===== config.mk =====
export PLATFORM = sky130hd
export DESIGN_NAME = reg16_byte_sequencer
export DESIGN_NICKNAME = d
export VERILOG_FILES = /design/src/rtl/reg16_byte_sequencer.sv
export SDC_FILE = /design/constraint.sdc
export NUM_CORES = 1
export LEC_CHECK = 0
export ABC_AREA = 1
export BUFFER_PORTS_ARGS = -buffer_cell sky130_fd_sc_hd__buf_2
export CORE_MARGIN = 1.5
export CORE_UTILIZATION = 52
export CTS_CLUSTER_DIAMETER = 80
export DETAILED_ROUTE_END_ITERATION = 8
export GPL_TIMING_DRIVEN = 0
export HOLD_SLACK_MARGIN = 0.03
export MAX_ROUTING_LAYER = met4
export PLACE_DENSITY = 0.79
export SLEW_MARGIN = 25
export SYNTH_ARGS = -nofsm -noshare
export SYNTH_HDL_FRONTEND = slang
export SYNTH_SLANG_ARGS = --single-unit

===== constraint.sdc =====
create_clock -name clock -period 1.5 [get_ports clock]
set_input_delay 0.225 -clock clock [delete_from_list [all_inputs] [get_ports clock]]
set_output_delay 0.225 -clock clock [all_outputs]
set_load 0.02 [all_outputs]

===== src/rtl/reg16_byte_sequencer.sv =====
// Byte-wide front end for a 16-bit register: assembles two bus bytes into one commit,
// performs in-place increments and serialises the register back onto the 8-bit bus.
module reg16_byte_sequencer #(
  parameter bit          LOW_FIRST = 1'b1,
  parameter logic [15:0] INC_STEP  = 16'd1
) (
  input  logic        clock,
  input  logic        clear,
  input  logic        wr_valid,
  input  logic [7:0]  wr_byte,
  output logic        wr_ready,
  input  logic        inc_req,
  output logic        inc_ready,
  input  logic        rd_req,
  output logic        rd_valid,
  output logic [7:0]  rd_byte,
  input  logic [15:0] reg_q,
  output logic [15:0] reg_d,
  output logic        reg_ce,
  output logic        busy
);

  typedef enum logic [2:0] {IDLE, HALF, COMMIT, RD1, RD2} state_t;

  state_t      state;
  logic [7:0]  held;
  logic [15:0] snap;

  function automatic logic [15:0] assemble(input logic [7:0] first, input logic [7:0] second);
    return LOW_FIRST ? {second, first} : {first, second};
  endfunction

  function automatic logic [7:0] first_byte(input logic [15:0] word);
    return LOW_FIRST ? word[7:0] : word[15:8];
  endfunction

  function automatic logic [7:0] second_byte(input logic [15:0] word);
    return LOW_FIRST ? word[15:8] : word[7:0];
  endfunction

  // Handshake readies are combinational so a byte or inc is taken in the cycle it is offered.
  assign wr_ready  = (state == IDLE) || (state == HALF);
  assign inc_ready = (state == IDLE) && !wr_valid;

  always_ff @(posedge clock) begin
    if (clear) begin
      state    <= IDLE;
      held     <= 8'h00;
      snap     <= 16'h0000;
      reg_d    <= 16'h0000;
      reg_ce   <= 1'b0;
      rd_valid <= 1'b0;
      rd_byte  <= 8'h00;
      busy     <= 1'b0;
    end else begin
      reg_ce   <= 1'b0;
      rd_valid <= 1'b0;
      case (state)
        IDLE: begin
          if (wr_valid) begin
            held  <= wr_byte;
            state <= HALF;
            busy  <= 1'b1;
          end else if (inc_req) begin
            reg_d  <= reg_q + INC_STEP;
            reg_ce <= 1'b1;
            state  <= COMMIT;
            busy   <= 1'b1;
          end else if (rd_req) begin
            // First byte goes out straight from reg_q; the snapshot keeps the pair coherent.
            snap     <= reg_q;
            rd_byte  <= first_byte(reg_q);
            rd_valid <= 1'b1;
            state    <= RD1;
            busy     <= 1'b1;
          end else begin
            busy <= 1'b0;
          end
        end
        HALF: begin
          busy <= 1'b1;
          if (wr_valid) begin
            reg_d  <= assemble(held, wr_byte);
            reg_ce <= 1'b1;
            state  <= COMMIT;
          end
        end
        COMMIT: begin
          state <= IDLE;
          busy  <= 1'b0;
        end
        RD1: begin
          rd_byte  <= second_byte(snap);
          rd_valid <= 1'b1;
          state    <= RD2;
          busy     <= 1'b1;
        end
        RD2: begin
          state <= IDLE;
          busy  <= 1'b0;
        end
        default: begin
          state <= IDLE;
          busy  <= 1'b0;
        end
      endcase
    end
  end

endmodule


==> metrics.md <==
| Metric | Value |
|---|---|
| Worst path required time | 1.27 ns |
| Proportion of layout cells with a drive suffix above 1 | 0.2350 |
| Worst slew margin | 0.6729 |
| DP HPWL | approximately 4500 um |
| Initial core utilization | 0.5499 |
| Detailed Route Iter0 Violations | 195 |
| Drt via density | between 5 and 6 |
| Max-Cap Viols | 0 |
| First-pass GRT wire length | approximately 9200 um |
| Crit path kind | register to primary output |
| Fill cells | 395 |
| Crit. End Element | primary output |
| Clk pin slew, worst setup/hold paths | roughly 0.090 ns |
| Lkg Pwr | 1.288 nW |
| Cell Pwr Density | approximately 1100 nW/um2 |
| Crit path arrival time | ~1.2 ns |
| Dpl cells | around 430 |
| Synthesized flop and latch total | 46 |
| Setup TNS Final | 0 ns |
| Mapped Cells | roughly 320 |
| Fin crit share | 0.9532 |
| Final wirelength | between 5000 and 6000 um |
| Final min period | roughly 1.4 ns |
| Avg WL per Cell | between 10 and 15 um |
| Min-Delay Path Class | input pin to register |
| Finished Layout Cells | 433 |
| Vias | ~2400 |
| # IOs | 58 |
| Setup bufs post-CTS | 0 |
| Die W | roughly 69 um |
| Synth Area in Compound Gates | 0.1871 |
| Clock tree buffer depth | 2 |
| Synthesis warning total | 0 |
| Core area | about 4100 um2 |
| DRC violations left | 0 |
| CTS tree | yes |
| Worst skew pair latency | around 0.3 ns |
| Number of global-route vias before repair | 2029 |
| DRT antenna net count | 0 |
| Largest family of logic cells by synthesized area | simple AND/OR/NAND/NOR gates |
| Layout area overhead | 19.77% |
| Sequential cell area | a little over 900 um2 |
| Cell area after synthesis | 2247 um2 |
| Tightest Pin Transition | 0.4907 ns |
| Root buf cell | clkbuf_8 |
| Floorplan row count | 23 |
| Slew Viols, Final | 0 |
| Critical Path Fanout Max | 3 |
| Clock Sinks | 46 |
| Synthesized area per cell | 7.067 um2 |
| Setup Skew | about 0.0096 ns |
| Synth area leaders | dfxtp_1 (41%), nand2_1 (13%), a21oi_1 (7.6%) |
| Post-synthesis sequential area ratio | 0.4098 |
| CP Launch Type | register |
| Detailed Routing Iterations Pass 1 | 5 |
| Yosys top cell area share | 0.4098 |
| Area post-placement | about 2600 um2 |
| Maximum vdd ir drop | 468.0 uV |
| Mux cell area share after synthesis | 0 |
| Final setup fails | 0 |
| Synth cell types | 31 |
| Cell taking the most area after synthesis | dfxtp_1 |
| Status | completed |
| Total congestion overflow | 0 |
| Xor/xnor cell area share of the yosys netlist | 0.01559 |
| Global Route Usage Sum | 0.2740 |
| Largest net degree at the start of global routing | 14 |
| RSZ-0062 raised after global routing | false |
| Max Fclk | about 700 MHz |
| Initial antenna violation count | 0 |
| Adder-cell share of the synthesized area | 0.005568 |
| Multi-input gate area | ~1100 um2 |
| Final Cell Area | ~2700 um2 |
| Die area | ~4700 um2 |
| Placer Congestion | around 0.95 |
| H-tree Lvls | 2 |
| CTS Buf Count | 5 |
| Post-synthesis net count | roughly 350 |
| Layout Nets | 412 |
| Antenna Diode Count | 0 |
| Port-buffer cells | 57 |
| Area share of and/or/nand/nor cells after synthesis | 0.3007 |
| Die Y | around 69 um |
| Endpoints failing hold | 0 |
[state kept, by name, indices dropped and copies added (netlist names)]
name      count
rd_byte       8
reg_ce        1
held          8
snap          8
busy          1
state         3
rd_valid      1
reg_d        16
[placed cells by master, fill, tap and decap left out, types with 4 or more instances in the layout]
| cell type | count |
|---|---|
| nand4_1 | 4 |
| nand3_1 | 26 |
| nand2_1 | 77 |
| clkbuf_1 | 6 |
| nor2_1 | 31 |
| o21ai_0 | 21 |
| dfxtp_1 | 46 |
| a21oi_1 | 34 |
| a31oi_1 | 12 |
| o21ai_1 | 9 |
| inv_1 | 18 |
| clkbuf_8 | 6 |
| buf_2 | 58 |
| buf_6 | 4 |
[routing by layer]
| metal | vias up | track usage | routed length, um |
|---|---|---|---|
| met4 | 0 | 0.1054 | 105 |
| li1 | 1190 | - | - |
| met5 | - | - | 0 |
| met2 | 78 | 0.4207 | 2722 |
| met1 | 1089 | 0.3517 | 2727 |
| met3 | 8 | 0.06169 | 349 |
[synthesized netlist by cell type]
cell / n
inv_6: 1
a31oi_1: 12
nor2_1: 31
buf_4: 1
nand2_1: 77
nand2_2: 1
o21a_1: 1
nor2_2: 1
dfxtp_1: 46
nand3_1: 26
inv_2: 3
or2_2: 2
nand3_2: 1
clkbuf_1: 7
nor3_1: 2
nand3_4: 1
a21oi_2: 2
nand2_4: 3
nand4_1: 4
xnor2_1: 1
nand3b_1: 1
ha_1: 1
buf_2: 2
o21ai_0: 21
nor2_4: 1
a21oi_1: 34
buf_6: 4
xor2_1: 3
inv_1: 18
inv_4: 1
o21ai_1: 9
[worst max-delay path, stage by stage (launching register included)]
cell,delay [ns]
dfxtp_1,0.35
nor2_4,0.16
nand2_2,0.10
nor2_1,0.14
buf_4,0.16
[cells by family after synthesis]
family	after synthesis
buffers and inverters	37
and+or+nand+nor	151
AOI/OAI and AO/OA	79
xor gates and xnor gates	4
adders and majority gates	1
DFF	46
[layout make-up]
class | count | share of cell area
Timing Repair Buffer | 57 | 0.1069
Buffer | 14 | 0.03394
Sequential cell | 46 | 0.3422
Inverter | 23 | 0.03487
Multi-Input combinational cell | 235 | 0.4249
Clock buffer | 7 | 0.03208
Tap cell | 50 | 0.02325
Clock inverter | 1 | 0.001860
[metrics by stage]
stage / setup WS [ns] / hold slack [ns] / util / power [mW]
final: 0.07018 / 0.1955 / 0.6586 / 3.040
after global placement: 0.03999 / 0.4508 / 0.6350 / 2.252
after global routing: 0.008342 / 0.1979 / 0.6586 / 3.195
after detailed placement: 0.05526 / 0.4514 / 0.6350 / 2.267
after floorplan: 0.1558 / 0.3732 / - / 1.994
after CTS: 0.04153 / 0.1902 / 0.6574 / 3.047
[report_power, final]
part           internal, mW  switching [mW]
combinational         0.289           0.544
sequential             1.35          0.0684
clock                 0.372           0.420
total                  2.01            1.03
[repair_timing]
action                     in CTS  in global routing
hold buffers                    0                  0
setup endpoints to repair       0                  5
gates resized for setup         0                  5
[final timing paths]
check	from	end	slack, ns	cells past startpoint
setup / recovery	state[2]$_SDFFE_PP0P_	inc_ready	0.07	4
hold / removal	wr_byte[2]	held[2]$_SDFFE_PP0P_	0.20	3
setup reg to reg	state[2]$_SDFFE_PP0P_	reg_d[7]$_SDFFE_PP0P_	0.12	9
hold reg to reg	reg_d[12]$_SDFFE_PP0P_	reg_d[12]$_SDFFE_PP0P_	0.46	2
Note: power is estimated with default switching activity, not from simulation.
